**src/rtl/cache_fill_controller.sv**
```systemverilog
// Lookup, LRU update and miss-fill sequencer for a 2-way, 64-set cache with 8-word blocks.
// The tag compare, stall and hit-path LRU pulses are combinational; fill progress is tracked by a small FSM.
module cache_fill_controller #(
    parameter int unsigned WORDS_PER_BLOCK = 8
) (
    input  logic        clk,
    input  logic        rst,
    input  logic        req_valid,
    input  logic [15:0] req_addr,
    input  logic [7:0]  way0_meta,
    input  logic [7:0]  way1_meta,
    input  logic        mem_data_valid,
    output logic [63:0] set_enable,
    output logic [1:0]  meta_wen,
    output logic [1:0]  meta_lru_en,
    output logic [7:0]  meta_data0,
    output logic [7:0]  meta_data1,
    output logic        data_wen,
    output logic        data_way,
    output logic [7:0]  data_word_en,
    output logic        mem_rd_en,
    output logic [15:0] mem_addr,
    output logic        hit,
    output logic        hit_way,
    output logic        stall
);

    localparam logic [3:0] LAST_WORD = 4'(WORDS_PER_BLOCK - 1);
    localparam logic [3:0] NUM_WORDS = 4'(WORDS_PER_BLOCK);

    typedef enum logic [1:0] {
        IDLE,
        FILL,
        WAIT,
        META
    } state_t;

    state_t     state;
    logic [3:0] issue_cnt;
    logic [3:0] recv_cnt;
    logic       victim;

    logic [5:0] tag;
    logic [5:0] index;
    logic       match0;
    logic       match1;
    logic       miss;
    logic       recv_fire;
    logic       victim_sel;
    logic       unused_addr_bits;

    assign tag              = req_addr[15:10];
    assign index            = req_addr[9:4];
    assign unused_addr_bits = ^req_addr[3:0];

    always_comb begin
        match0 = way0_meta[6] && (way0_meta[5:0] == tag);
        match1 = way1_meta[6] && (way1_meta[5:0] == tag);
        hit     = req_valid && (state == IDLE) && (match0 || match1);
        hit_way = hit && !match0;
        miss    = req_valid && (state == IDLE) && !(match0 || match1);
        stall   = (state != IDLE) || miss;
        set_enable = 64'd1 << index;
    end

    // Invalid ways are filled first (way 0 preferred); otherwise the way flagged LRU, ties to way 0.
    always_comb begin
        if (!way0_meta[6]) begin
            victim_sel = 1'b0;
        end else if (!way1_meta[6]) begin
            victim_sel = 1'b1;
        end else begin
            victim_sel = way1_meta[7] && !way0_meta[7];
        end
    end

    always_comb begin
        recv_fire    = mem_data_valid && ((state == FILL) || (state == WAIT)) && (recv_cnt < NUM_WORDS);
        data_wen     = recv_fire;
        data_way     = recv_fire ? victim : 1'b0;
        data_word_en = recv_fire ? (8'd1 << recv_cnt[2:0]) : '0;
        mem_rd_en    = (state == FILL);
        mem_addr     = (state == FILL) ? {req_addr[15:4], issue_cnt[2:0], 1'b0} : '0;
    end

    always_comb begin
        meta_wen    = '0;
        meta_lru_en = '0;
        meta_data0  = '0;
        meta_data1  = '0;
        if (hit) begin
            meta_lru_en = 2'b11;
            meta_data0  = {hit_way, way0_meta[6:0]};
            meta_data1  = {!hit_way, way1_meta[6:0]};
        end else if (state == META) begin
            if (victim) begin
                meta_wen[1]    = 1'b1;
                meta_lru_en[0] = 1'b1;
                meta_data1     = {2'b01, tag};
                meta_data0     = {1'b1, way0_meta[6:0]};
            end else begin
                meta_wen[0]    = 1'b1;
                meta_lru_en[1] = 1'b1;
                meta_data0     = {2'b01, tag};
                meta_data1     = {1'b1, way1_meta[6:0]};
            end
        end
    end

    always_ff @(posedge clk) begin
        if (!rst) begin
            state     <= IDLE;
            issue_cnt <= '0;
            recv_cnt  <= '0;
            victim    <= 1'b0;
        end else begin
            if (recv_fire) begin
                recv_cnt <= recv_cnt + 4'd1;
            end
            case (state)
                IDLE: begin
                    if (miss) begin
                        victim    <= victim_sel;
                        issue_cnt <= '0;
                        recv_cnt  <= '0;
                        state     <= FILL;
                    end
                end
                FILL: begin
                    issue_cnt <= issue_cnt + 4'd1;
                    if (issue_cnt == LAST_WORD) begin
                        state <= WAIT;
                    end
                end
                WAIT: begin
                    // Look ahead at the arriving word so META follows the last write by one cycle.
                    if ((recv_cnt == NUM_WORDS) || (recv_fire && (recv_cnt == LAST_WORD))) begin
                        state <= META;
                    end
                end
                META: begin
                    issue_cnt <= '0;
                    recv_cnt  <= '0;
                    state     <= IDLE;
                end
                default: state <= IDLE;
            endcase
        end
    end

endmodule

```
**config.mk**
```make
export PLATFORM = sky130hd
export DESIGN_NAME = cache_fill_controller
export DESIGN_NICKNAME = d
export VERILOG_FILES = /design/src/rtl/cache_fill_controller.sv
export SDC_FILE = /design/constraint.sdc
export NUM_CORES = 1
export LEC_CHECK = 0
export ABC_AREA = 1
export CAP_MARGIN = 20
export CORE_UTILIZATION = 34
export CTS_CLUSTER_SIZE = 14
export DETAILED_ROUTE_END_ITERATION = 16
export HOLD_SLACK_MARGIN = 0.05
export PLACE_DENSITY = 0.83
export SYNTH_ARGS = -nofsm -noshare
export SYNTH_HDL_FRONTEND = slang
export SYNTH_SLANG_ARGS = --single-unit
export TNS_END_PERCENT = 20
```
**constraint.sdc**
```tcl
create_clock -name clk -period 1.83 [get_ports clk]
set_input_delay 0.2745 -clock clk [delete_from_list [all_inputs] [get_ports clk]]
set_output_delay 0.2745 -clock clk [all_outputs]
set_load 0.01 [all_outputs]
```
# Yosys cells after proc, flatten, opt, wreduce, memory -nomap -nowiden
# Cells that the tools add are included.
totals:
  ff_bits: 11
  latchBits: 0
  ram_bits: 0
  rom_bits: 0
  out_inout_bits: 114
  wordCells: 70
  mem_count: 0
classes:
  n_addsub: 2
  n_mul: 0
  div: 0
  order_cmp: 1
  eq_ne: 11
  n_shift: 2
  mux: 26
  bitwise_logic: 0
  reduce_logical: 24
op_table:
  columns: ["operator", "count"]
  rows:
  - ["$shl 1x6->64 const A", 1]
  - ["$mux 8", 7]
  - ["$mux 16", 1]
  - ["$mux 2", 7]
  - ["$eq 6x6->1", 2]
  - ["$mux 4", 3]
  - ["$pmux 4 s3", 1]
  - ["$logic_and 1x1->1", 10]
  - ["$add 4x1->4 const B", 2]
  - ["$eq 4x3->1 const B", 2]
  - ["$pmux 2 s4", 1]
  - ["$pmux 4 s2", 1]
  - ["$shl 1x3->8 const A", 1]
  - ["$mux 1", 5]
  - ["$eq 2x2->1 const B", 2]
  - ["$eq 4x4->1 const B", 1]
  - ["$logic_not 1->1", 4]
  - ["$logic_or 1x1->1", 4]
  - ["$lt 4x4->1 const B", 1]
  - ["$ne 2x1->1 const B", 2]
  - ["$reduce_and 2->1", 2]
  - ["$reduce_and 3->1", 1]
  - ["$reduce_bool 3->1", 1]
  - ["$eq 2x1->1 const B", 1]
  - ["other kinds (3)", 3]

# Logic depth before layout (Yosys ltp)
logic_depth:
  ltp_word: 8
  mapped_depth: 13
  mapped_depth_nobuf: 12

# Worst setup path after synthesis
# Ideal clock, no wire load.
synth_timing:
  path_type: "reg-to-reg"
  start: "reg state[0]"
  end: "reg recv_cnt[2]"
  setup_ns: 0.118
  arrival_time_ns: 1.496
  required_time_ns: 1.712
  slack_ns: 0.216
  path_stages_with_launch: 8
  n_path_buf: 1
  period_less_slack_ns: 1.614
  path_cell_list: "dfxtp_1 inv_1 ha_1 nand3_1 clkbuf_1 inv_1 o21ai_0 nor2_1"
synth_via:
  elab_chain_cells: 7
synth_lines:
  columns: ["element", "line", "rtl"]
  rows:
  - ["start: declaration", "38", "state_t state;"]
  - ["start signal: assignment", "112", "state <= IDLE;"]
  - ["start signal: assignment", "126", "state <= FILL;"]
  - ["start signal: assignment", "132", "state <= WAIT;"]
  - ["$eq 2x1->1 / $eq 2x2->1 (equally long branches)", "78", "recv_fire = mem_data_valid && ((state == FILL) || (state == WAIT)) && (recv_cnt < NUM_WORDS);"]
  - ["$logic_or 1x1->1 (*)", "78", null]
  - ["$logic_and 1x1->1 (*) (2 in series)", "78", null]
  - ["net data_wen", "18", "output logic data_wen,"]
  - ["$mux 4 (*)", "117", "if (recv_fire) begin"]
  - ["$mux 4", "122", "if (miss) begin"]
  - ["$pmux 4 s2 (*)", "120", "case (state)"]
  - ["end signal: assignment", "118", "recv_cnt <= recv_cnt + 4'd1;"]
  - ["end: declaration", "40", "logic [3:0] recv_cnt;"]
# The timed path passes the listed nets; every way through them passes the cells marked *.
# A chain may end at the register's enable or synchronous reset.

# Final worst setup path
layout_timing:
  start: "reg state[1]"
  end: "out meta_data1[1]"
layout_via:
  elab_chain_cells: 4
layout_lines:
  columns: ["element", "line", "rtl"]
  rows:
  - ["$logic_not 2->1", "59", "hit = req_valid && (state == IDLE) && (match0 || match1);"]
  - ["$logic_and 1x1->1 (2 in series)", "59", null]
  - ["$mux 8 (*)", "91", "if (hit) begin"]
  - ["end: declaration", "17", "output logic [7:0] meta_data1,"]
# Every way passes the cells marked *; elsewhere a longest branch is shown, timed or not.

==> results.py <==
metrics = {
    "logic_synthesis": {
        "synth_top_cell_by_area": "nor2_1",
        "synth.top_cell.area_share": 0.162,
        "ys_ff_latch": 11,
        "synthAdderAreaFrac": 0.0800,
        "syn-cell-area_mm2": 0.00188,
        "ys_warn_count": 0,
        "yosysMostFrequentCell": "nor2_1",
        "synth_seq_area_share": 0.117,
        "synth-xor-area-share": 0.0280,
        "synth_edf_count": 0,
        "synthesis.nets": 405,
        "synth_mux_area_frac": 0,
        "synthArstFlopShare": 0,
        "yosys_most_used_dff": "dfxtp_1",
        "synth_top_family_by_area": "simple AND/OR/NAND/NOR gates",
        "synth_top_cells_by_count": "81 x nor2_1, 65 x nand2_1, 56 x inv_1",
        "yosys.area_share.simple": 0.500,
        "synth_cell_types": 30,
        "synth-compound-area-share": 0.103,
        "avgSynthCellArea_um2": 5.26,
        "syn_inst": 357,
        "synthTopCellsByArea": "nor2_1 16%, nand2_1 13%, dfxtp_1 12%, inv_1 11%, ha_1 8.0%",
    },
    "floorplan": {
        "initial_core_util": 0.361,
        "die_h_um": 76.3,
        "pin_count": 150,
        "dieArea_mm2": 0.00582,
        "coreArea_mm2": 0.00520,
        "core.rowCount": 26,
        "die-width_um": 76.3,
    },
    "power_and_ir_drop": {
        "p_int_w": 0.00128,
        "peakVddDrop_uv": 554,
        "power_w": 0.00239,
        "p_comb_frac": 0.732,
        "leakagePower_nw": 2.28,
        "power_density_mw_per_mm2": 602,
        "clkPwrFrac": 0.103,
        "p_switching_w": 0.00111,
        "swShare": 0.464,
        "pwr-share-seq": 0.165,
    },
    "setup_path": {
        "crit_chain": "inv_2 > buf_12 > ha_4 > nand2_2 > inv_2 > nand2_4 > buf_6 > o21ai_4 > buf_6 > nand2_2 > o21ai_1 > buf_2",
        "crit_required_ns": 1.56,
        "crit_type": "reg2out",
        "start_kind": "flip-flop",
        "max_stage_delay_ns": 0.32,
        "crit_arrival_ns": 1.73,
        "worstReg2RegStart": "state[1]",
        "cp_max_fo": 6,
        "cpMaxStageDelayCell": "dfxtp_2",
        "endpoint_kind": "output pin",
        "startpoint": "state[1]",
    },
    "cts": {
        "clockRootBuffer": "clkbuf_8",
        "cts_buffers": 3,
        "cts_tree": "done",
        "htree_levels": 1,
        "clock_path_buffers": 2,
        "path_clk_slew_ns": 0.05,
        "cts.sinks": 11,
        "clk_latency_ns": 0.24,
        "cts_hold_buffers": 0,
    },
    "drt": {
        "via_count": 3209,
        "wl_per_cell_um": 14.7,
        "drt-initial-drc-count": 210,
        "final_antenna_net_count": 0,
        "viasPerCell": 5.10,
        "firstDrtPassIters": 5,
        "drc": 0,
        "routed_wl_um": 9220,
    },
    "cells_and_area": {
        "fill_cells": 416,
        "syn_to_final_growth_pct": 112,
        "diodes": 0,
        "fin_cells": 629,
        "nets": 608,
        "drive_above_1_share": 0.429,
    },
    "grt": {
        "grt_max_degree": 22,
        "gr-total-overflow": 0,
        "grtUsageTotal": 0.302,
        "grt_pass1_vias": 3094,
        "grt_pass1_wl_um": 14600,
        "antenna_found_initial": 0,
    },
    "timing": {
        "fin_crit_sh": 1.10,
        "setup_violations": 23,
        "max_freq_ghz": 0.499,
        "slew_viol_final": 0,
        "period_minus_slack_ns": 2.01,
        "clock_skew_ns": 0.00522,
        "fin_ws_ns": -0.175,
        "hold_viol": 0,
        "rsz0062_at_grt": "true",
    },
    "hold_path": {
        "hold_path.startpoint": "way0_meta[6]",
        "min_path_type": "in2reg",
    },
    "flow_run": {
        "drv_cap": 0,
    },
    "placed_design": {
        "dpl.cell_count": 605,
        "hpwlAfterDp_um": 6540,
        "pre_cts_ws_ns": -0.828,
        "port_buffers": 144,
        "globalplace.congestion": 0.894,
    },
    "status": {
        "outcome": "finished with violations",
        "violations": "negative setup slack",
    },
}
[repair_timing]
item	in CTS	in global routing
setup endpoints to repair	117	102
setup buffers	16	4
pin swaps	31	18
resized for setup	363	130
gates cloned	0	0
[cell type report]
type	instances	area [um2]	area share
timing repair buffer	218	1840	0.464
clock buffer	4	45.0	0.0113
tap	70	87.6	0.0220
inverter	62	248	0.0623
sequential	11	223	0.0560
multi-input combinational	264	1530	0.385
[layer usage]
metal  track usage  wire length (um)
met5             0                 0
met4         0.144               450
met1         0.315              3400
met2         0.579              4800
met3        0.0479               576
[critical path: cells and delay by family (launching register included)]
kind / cells / cell delay [ns]
buf+inv: 6 / 0.68
flops: 1 / 0.32
simple gates: 3 / 0.20
compound gates: 2 / 0.14
fa+ha+maj: 1 / 0.13
[path summary, 6_finish.rpt]
| kind | endpoint | slack [ns] | cells after the start |
|---|---|---|---|
| setup / recovery | meta_data1[1] | -0.18 | 12 |
| hold / removal | victim | 0.47 | 4 |
| setup reg to reg | state[1] | -0.05 | 11 |
| hold reg to reg | issue_cnt[3] | 0.51 | 2 |
[placed cells by master (no fill, tap or decap), types with 5 or more instances in the layout]
| master | instances |
|---|---|
| nand2_4 | 5 |
| clkdlybuf4s15_2 | 24 |
| nor3_1 | 10 |
| dlygate4sd2_1 | 27 |
| dlymetal6s2s_1 | 5 |
| nor2_1 | 74 |
| dfxtp_1 | 9 |
| clkdlybuf4s15_1 | 10 |
| buf_2 | 32 |
| nand3_1 | 18 |
| o21ai_0 | 5 |
| nand2_2 | 14 |
| clkdlybuf4s50_1 | 8 |
| nand2_1 | 50 |
| nand4_1 | 20 |
| clkbuf_2 | 25 |
| o21ai_1 | 12 |
| buf_4 | 60 |
| nor2_2 | 7 |
| ha_1 | 10 |
| buf_6 | 19 |
| buf_12 | 5 |
| inv_2 | 14 |
| a21oi_1 | 9 |
| inv_1 | 44 |
[state kept, by name, summed over array words and instances, names as in the netlist]
signal / cells
state: 2
victim: 1
recv_cnt: 4
issue_cnt: 4
[logic make-up (layout without fill, tap and decap cells)]
| kind of cell | count (synthesis) | after routing |
|---|---|---|
| AO/OA/AOI/OAI | 35 | 35 |
| XOR/XNOR | 6 | 6 |
| adder cells (fa/ha/maj) | 12 | 12 |
| buffers and inverters | 82 | 284 |
| flip-flops | 11 | 11 |
| other | 1 | 1 |
| AND/OR/NAND/NOR | 210 | 210 |
[metrics by stage]
step,area (um2),utilization,TNS [ns],hold WS [ns]
finish,3980,0.764,-2.14,0.474
global placement,3770,0.725,-42.85,0.464
CTS,3830,0.735,-0.978,0.478
global route,3980,0.764,-3.77,0.525
floorplan,1880,-,0,0.395
detailed placement,3770,0.725,-45.89,0.499
[power by group through the flow]
stage	Combinational [W]	Clock, W	Sequential, W
after floorplan	0.000790	0	0.000375
after global placement	0.00151	0	0.000380
after detailed placement	0.00156	0	0.000387
after CTS	0.00156	0.000252	0.000391
after global routing	0.00190	0.000260	0.000404
final	0.00175	0.000248	0.000394
Note: power is estimated with default switching activity, not from simulation.
